File: src/rtl/mc_control_fsm_if.sv
// Control bundle between the multicycle sequencer and the RV32I datapath/memory.
// master = sequencer side, slave = datapath/memory side.
interface mc_control_fsm_if;
  logic [6:0] opcode;
  logic       comparison;
  logic       mem_ready;
  logic       mem_read;
  logic       mem_write;
  logic       ir_write;
  logic       pc_write;
  logic       pc_src;
  logic       reg_write;
  logic [1:0] result_src;
  logic [1:0] alu_src_a;
  logic [1:0] alu_src_b;
  logic [6:0] alu_opcode;
  logic       illegal;
  logic [3:0] state;

  modport master (
    input  opcode, comparison, mem_ready,
    output mem_read, mem_write, ir_write, pc_write, pc_src, reg_write, result_src,
           alu_src_a, alu_src_b, alu_opcode, illegal, state
  );

  modport slave (
    output opcode, comparison, mem_ready,
    input  mem_read, mem_write, ir_write, pc_write, pc_src, reg_write, result_src,
           alu_src_a, alu_src_b, alu_opcode, illegal, state
  );
endinterface

File: src/rtl/mc_control_fsm.sv
// Multicycle RV32I sequencer: FETCH/DECODE/EXECUTE/MEMORY/WRITEBACK control with a
// ready handshake on memory. Outputs are decoded from the state register.
module mc_control_fsm (
  input logic               clk,
  input logic               rst_n,
  mc_control_fsm_if.master  bus
);

  localparam logic [6:0] AddOpcode = 7'b0010111;
  localparam logic [6:0] OpR       = 7'b0110011;
  localparam logic [6:0] OpImm     = 7'b0010011;
  localparam logic [6:0] OpLui     = 7'b0110111;
  localparam logic [6:0] OpAuipc   = 7'b0010111;
  localparam logic [6:0] OpLoad    = 7'b0000011;
  localparam logic [6:0] OpStore   = 7'b0100011;
  localparam logic [6:0] OpBranch  = 7'b1100011;
  localparam logic [6:0] OpJal     = 7'b1101111;
  localparam logic [6:0] OpJalr    = 7'b1100111;

  typedef enum logic [3:0] {
    StFetch  = 4'd0,
    StDecode = 4'd1,
    StExAlu  = 4'd2,
    StExAddr = 4'd3,
    StExBr   = 4'd4,
    StExJal  = 4'd5,
    StExJalr = 4'd6,
    StMemRd  = 4'd7,
    StMemWr  = 4'd8,
    StWbAlu  = 4'd9,
    StWbMem  = 4'd10,
    StTrap   = 4'd15
  } state_e;

  state_e state_q, state_d;

  always_comb begin
    state_d = state_q;
    case (state_q)
      StFetch:  if (bus.mem_ready) state_d = StDecode;
      StDecode: begin
        case (bus.opcode)
          OpR, OpImm, OpLui, OpAuipc: state_d = StExAlu;
          OpLoad, OpStore:            state_d = StExAddr;
          OpBranch:                   state_d = StExBr;
          OpJal:                      state_d = StExJal;
          OpJalr:                     state_d = StExJalr;
          default:                    state_d = StTrap;
        endcase
      end
      StExAlu:  state_d = StWbAlu;
      StExAddr: state_d = (bus.opcode == OpLoad) ? StMemRd : StMemWr;
      StExBr:   state_d = StFetch;
      StExJal:  state_d = StFetch;
      StExJalr: state_d = StFetch;
      StMemRd:  if (bus.mem_ready) state_d = StWbMem;
      StMemWr:  if (bus.mem_ready) state_d = StFetch;
      StWbAlu:  state_d = StFetch;
      StWbMem:  state_d = StFetch;
      StTrap:   state_d = StTrap;
      default:  state_d = StFetch;
    endcase
  end

  always_ff @(posedge clk) begin
    if (!rst_n) state_q <= StFetch;
    else        state_q <= state_d;
  end

  // rst_n masks every output combinationally so no strobe escapes in a reset cycle.
  always_comb begin
    bus.mem_read   = 1'b0;
    bus.mem_write  = 1'b0;
    bus.ir_write   = 1'b0;
    bus.pc_write   = 1'b0;
    bus.pc_src     = 1'b0;
    bus.reg_write  = 1'b0;
    bus.result_src = 2'b00;
    bus.alu_src_a  = 2'b00;
    bus.alu_src_b  = 2'b00;
    bus.alu_opcode = AddOpcode;
    bus.illegal    = 1'b0;
    bus.state      = 4'd0;
    if (rst_n) begin
      bus.state = state_q;
      case (state_q)
        StFetch: begin
          bus.mem_read  = 1'b1;
          bus.alu_src_b = 2'b10;
          bus.ir_write  = bus.mem_ready;
          bus.pc_write  = bus.mem_ready;
        end
        StDecode: begin
          bus.alu_src_a = 2'b01;
          bus.alu_src_b = 2'b01;
        end
        StExAlu: begin
          bus.alu_opcode = bus.opcode;
          bus.alu_src_a  = (bus.opcode == OpAuipc) ? 2'b01 : 2'b10;
          bus.alu_src_b  = (bus.opcode == OpR) ? 2'b00 : 2'b01;
        end
        StExAddr: begin
          bus.alu_opcode = bus.opcode;
          bus.alu_src_a  = 2'b10;
          bus.alu_src_b  = 2'b01;
        end
        StExBr: begin
          bus.alu_opcode = bus.opcode;
          bus.alu_src_a  = 2'b10;
          bus.pc_src     = 1'b1;
          bus.pc_write   = bus.comparison;
        end
        StExJal: begin
          bus.pc_write   = 1'b1;
          bus.pc_src     = 1'b1;
          bus.reg_write  = 1'b1;
          bus.result_src = 2'b10;
        end
        StExJalr: begin
          bus.alu_opcode = bus.opcode;
          bus.alu_src_a  = 2'b10;
          bus.alu_src_b  = 2'b01;
          bus.pc_write   = 1'b1;
          bus.reg_write  = 1'b1;
          bus.result_src = 2'b10;
        end
        StMemRd: bus.mem_read = 1'b1;
        StMemWr: bus.mem_write = 1'b1;
        StWbAlu: bus.reg_write = 1'b1;
        StWbMem: begin
          bus.reg_write  = 1'b1;
          bus.result_src = 2'b01;
        end
        StTrap:  bus.illegal = 1'b1;
        default: ;
      endcase
    end
  end

endmodule

File: src/flat_wrapper.sv
// flat-port wrapper written by rule: the top's interface ports become plain ports
module mc_control_fsm_flat 
  (clk, rst_n, bus_opcode, bus_comparison, bus_mem_ready, bus_mem_read, bus_mem_write, bus_ir_write, bus_pc_write, bus_pc_src, bus_reg_write, bus_result_src, bus_alu_src_a, bus_alu_src_b, bus_alu_opcode, bus_illegal, bus_state);
  mc_control_fsm_if bus_i ();
  input logic clk;
  input logic rst_n;
  input wire logic [$bits(bus_i.opcode)-1:0] bus_opcode;
  input wire logic [$bits(bus_i.comparison)-1:0] bus_comparison;
  input wire logic [$bits(bus_i.mem_ready)-1:0] bus_mem_ready;
  output wire logic [$bits(bus_i.mem_read)-1:0] bus_mem_read;
  output wire logic [$bits(bus_i.mem_write)-1:0] bus_mem_write;
  output wire logic [$bits(bus_i.ir_write)-1:0] bus_ir_write;
  output wire logic [$bits(bus_i.pc_write)-1:0] bus_pc_write;
  output wire logic [$bits(bus_i.pc_src)-1:0] bus_pc_src;
  output wire logic [$bits(bus_i.reg_write)-1:0] bus_reg_write;
  output wire logic [$bits(bus_i.result_src)-1:0] bus_result_src;
  output wire logic [$bits(bus_i.alu_src_a)-1:0] bus_alu_src_a;
  output wire logic [$bits(bus_i.alu_src_b)-1:0] bus_alu_src_b;
  output wire logic [$bits(bus_i.alu_opcode)-1:0] bus_alu_opcode;
  output wire logic [$bits(bus_i.illegal)-1:0] bus_illegal;
  output wire logic [$bits(bus_i.state)-1:0] bus_state;
  assign bus_i.opcode = bus_opcode;
  assign bus_i.comparison = bus_comparison;
  assign bus_i.mem_ready = bus_mem_ready;
  assign bus_mem_read = bus_i.mem_read;
  assign bus_mem_write = bus_i.mem_write;
  assign bus_ir_write = bus_i.ir_write;
  assign bus_pc_write = bus_i.pc_write;
  assign bus_pc_src = bus_i.pc_src;
  assign bus_reg_write = bus_i.reg_write;
  assign bus_result_src = bus_i.result_src;
  assign bus_alu_src_a = bus_i.alu_src_a;
  assign bus_alu_src_b = bus_i.alu_src_b;
  assign bus_alu_opcode = bus_i.alu_opcode;
  assign bus_illegal = bus_i.illegal;
  assign bus_state = bus_i.state;
  mc_control_fsm u_core (.clk(clk), .rst_n(rst_n), .bus(bus_i));
endmodule
File: config.mk
export PLATFORM = sky130hd
export DESIGN_NAME = mc_control_fsm_flat
export DESIGN_NICKNAME = d
export VERILOG_FILES = /design/src/rtl/mc_control_fsm_if.sv /design/src/rtl/mc_control_fsm.sv /design/src/flat_wrapper.sv
export SDC_FILE = /design/constraint.sdc
export NUM_CORES = 1
export LEC_CHECK = 0
export ABC_AREA = 1
export BUFFER_PORTS_ARGS = -buffer_cell sky130_fd_sc_hd__buf_2
export CAP_MARGIN = 30
export CORE_MARGIN = 8
export CORE_UTILIZATION = 46
export CTS_BUF_LIST = sky130_fd_sc_hd__clkbuf_4 sky130_fd_sc_hd__clkbuf_8
export DETAILED_ROUTE_END_ITERATION = 7
export PLACE_DENSITY_LB_ADDON = 0.3
export SLEW_MARGIN = 10
export SYNTH_ARGS = -nofsm -noshare
export SYNTH_HDL_FRONTEND = slang
export SYNTH_SLANG_ARGS = --single-unit
File: constraint.sdc
create_clock -name clk -period 1.8 [get_ports clk]
set_clock_uncertainty 0.2 [all_clocks]
set_input_delay 0.27 -clock clk [delete_from_list [all_inputs] [get_ports clk]]
set_output_delay 0.27 -clock clk [all_outputs]
set_load 0.005 [all_outputs]
==> flow_metrics.env <==
export IMPL_seq_area_frac_synth=0.122
export IMPL_drc=0
export IMPL_finalPower_mw=1.10
export IMPL_maxCapViolations=0
export IMPL_final_nets=183
export IMPL_cts_max_path_buffers=2
export IMPL_cp_max_fo=6
export IMPL_synth_edff_count=0
export IMPL_clk_pin_slew_ns=0.04
export IMPL_synth_avg_cell_area_um2=5.27
export IMPL_post_route_period_util=1.07
export IMPL_path_common_cell="nand2_2"
export IMPL_final_cell_mix="34 x buf_2, 28 x nand2_1, 16 x inv_1, 16 x nor2_1, 8 x buf_4"
export IMPL_ir_worst_vdd_uv=577
export IMPL_synth_top_area_frac=0.177
export IMPL_dp_cells=177
export IMPL_synth_cell_types=28
export IMPL_synthTopCellsByArea="nand2_1 18%, dfxtp_1 12%, nor2_1 12%"
export IMPL_drive_above_1_share=0.471
export IMPL_synthCells=125
export IMPL_cp_num_buf_inv=2
export IMPL_chipHeight_um=53.8
export IMPL_worstPathArrival_ns=1.45
export IMPL_hold_buffers=0
export IMPL_final_core_util=0.773
export IMPL_swShare=0.506
export IMPL_clkSinkCount=4
export IMPL_cpPeakStageDelay_ns=0.36
export IMPL_hold_violations=0
export IMPL_seqPwrFrac=0.158
export IMPL_slew_headroom=0.677
export IMPL_layout_commonest_cell="buf_2"
export IMPL_place_ws_ns=0.0214
export IMPL_row_count=13
export IMPL_path_cells="nor2_4, nand2_2, o21ai_2, inv_2, nand2_2, nand2_4, or2_1, buf_2"
export IMPL_p_clk_frac=0.105
export IMPL_antennaDiodeCount=0
export IMPL_portBuffers=34
export IMPL_synth_nets=136
export IMPL_num_vias=994
export IMPL_syn_to_final_growth_pct=54.8
export IMPL_grt_max_degree=9
export IMPL_gp_congestion=0.893
export IMPL_yosysWarnings=0
export IMPL_cts_max_level=1
export IMPL_grt_pass1_wl_mm=4.11
export IMPL_power_internal_uw=544
export IMPL_worst_hold_path_type="primary input to register"
export IMPL_track_usage=0.186
export IMPL_drv_slew=0
export IMPL_initial_core_util=0.500
export IMPL_synthArstFlopShare=0
export IMPL_grt_overflow_total=0
export IMPL_vias_per_cell=5.37
export IMPL_dp_hpwl_mm=1.89
export IMPL_antenna_found_initial=0
export IMPL_post_route_min_period_ns=1.92
export IMPL_critPathKind="register to primary output"
export IMPL_finalWorstSetupSlack_ns=-0.123
export IMPL_power_frac_comb=0.737
export IMPL_ant_nets=0
export IMPL_finalNonFillerCells=185
export IMPL_leakage_nw=0.596
export IMPL_fmax_ghz=0.520
export IMPL_yosysTopAreaCell="nand2_1"
export IMPL_die_w_um=53.8
export IMPL_slowest_stage="dfxtp_4"
export IMPL_violations="negative setup slack"
export IMPL_syn_area_um2=658
export IMPL_coreArea_um2=1320
export IMPL_ys_seq_elements=4
export IMPL_start_kind="register"
export IMPL_power_density_nw_per_um2=1080
export IMPL_tightestPinTransition_ns=0.481
export IMPL_totalWireLength_mm=2.56
export IMPL_dr_pass1_iters=4
export IMPL_largest_reg_flops=4
export IMPL_cts_buffers=3
export IMPL_regMostFlops="u_core.state_q"
export IMPL_grt_pass1_vias=971
export IMPL_reg2reg_slack_ns=0.21
export IMPL_cp_top_family="simple AND/OR/NAND/NOR gates"
export IMPL_endpoint_kind="primary output"
export IMPL_p_switching_uw=558
export IMPL_wl_per_cell_um=13.8
export IMPL_finalSetupViolations=11
export IMPL_io_pins=35
export IMPL_die_area_um2=2900
export IMPL_required_ns=1.33
export IMPL_first_iter_violations=22
export IMPL_root_buffer="clkbuf_4"
export IMPL_largest_registers="u_core.state_q (4)"
export IMPL_yosys_most_used_dff="dfxtp_1"
export IMPL_cts_tree="done"
export IMPL_status="complete, but fails checks"
export IMPL_clk_latency_ns=0.24
export IMPL_tns_ns=-0.886
export IMPL_grt_setup_unrepaired="yes"
[per-layer routing]
metal	vias to the layer above	wire (µm)	GRT usage	part of all wire
li1	490	-	-	-
met2	45	1260	0.320	0.49
met1	450	1040	0.201	0.41
met4	0	67	0.109	0.026
met5	-	0	0	0
met3	9	190	0.0468	0.074
[cell type report]
cell class | count | area [µm²]
fillers | 108 | 299
well taps | 15 | 18.8
flip-flops and latches | 4 | 90.1
clock buffers | 3 | 22.5
repair buffers | 45 | 264
multi-input cells | 95 | 536
inverters | 23 | 87.6
[what timing repair did]
action | CTS | global route
buffers inserted | 3 | 2
pin swaps | 4 | 5
endpoints found under the setup margin | 14 | 17
hold endpoints to repair | 0 | 0
resized for setup | 14 | 14
[worst paths after layout]
path | depth (start not counted) | endpoint | start
worst max-delay path | 8 | bus_alu_opcode[1] | u_core.state_q[3]$_SDFFE_PN0P_
worst min-delay path | 4 | u_core.state_q[3]$_SDFFE_PN0P_ | bus_mem_ready
worst max register to register | 9 | u_core.state_q[0]$_SDFFE_PN0P_ | u_core.state_q[0]$_SDFFE_PN0P_
worst min register to register | 4 | u_core.state_q[3]$_SDFFE_PN0P_ | u_core.state_q[3]$_SDFFE_PN0P_
[power by group through the flow]
stage | clock network, mW | registers, mW | logic, mW
detailed placement | 0 | 0.161 | 0.630
CTS | 0.118 | 0.171 | 0.725
floorplan | 0 | 0.140 | 0.430
global route | 0.129 | 0.178 | 0.889
finish | 0.116 | 0.174 | 0.811
global placement | 0 | 0.158 | 0.613
[Yosys cell counts (2+ instances only)]
cell type and instances:
nand2_2 3, nor2_1 21, nor3_1 7, nand2_1 31, inv_2 5, nand3_1 8, o21ai_0 2, or2_1 2
buf_2 2, nor2_2 2, dfxtp_1 4, a21oi_1 6, inv_1 17
[cells by family after synthesis]
logic type      Yosys count  synth area share
flops                     4             0.122
buf+inv                  26             0.165
compound gates           16             0.154
simple gates             79             0.559
[stage by stage]
step | hold WS (ns) | area [µm²]
after floorplan | 0.226 | 658
after global placement | 0.362 | 871
after detailed placement | 0.374 | 871
after CTS | 0.110 | 958
after global routing | 0.140 | 1020
final | 0.115 | 1020
[worst register-to-register path, delay by kind of cell, from the launching register on]
family	cells	cell delay, ns
flip-flops	1	0.32
buffers and inverters	2	0.22
AND/OR/NAND/NOR	6	0.54
AO/OA/AOI/OAI	1	0.20
Note: power is estimated with default switching activity, not from simulation.
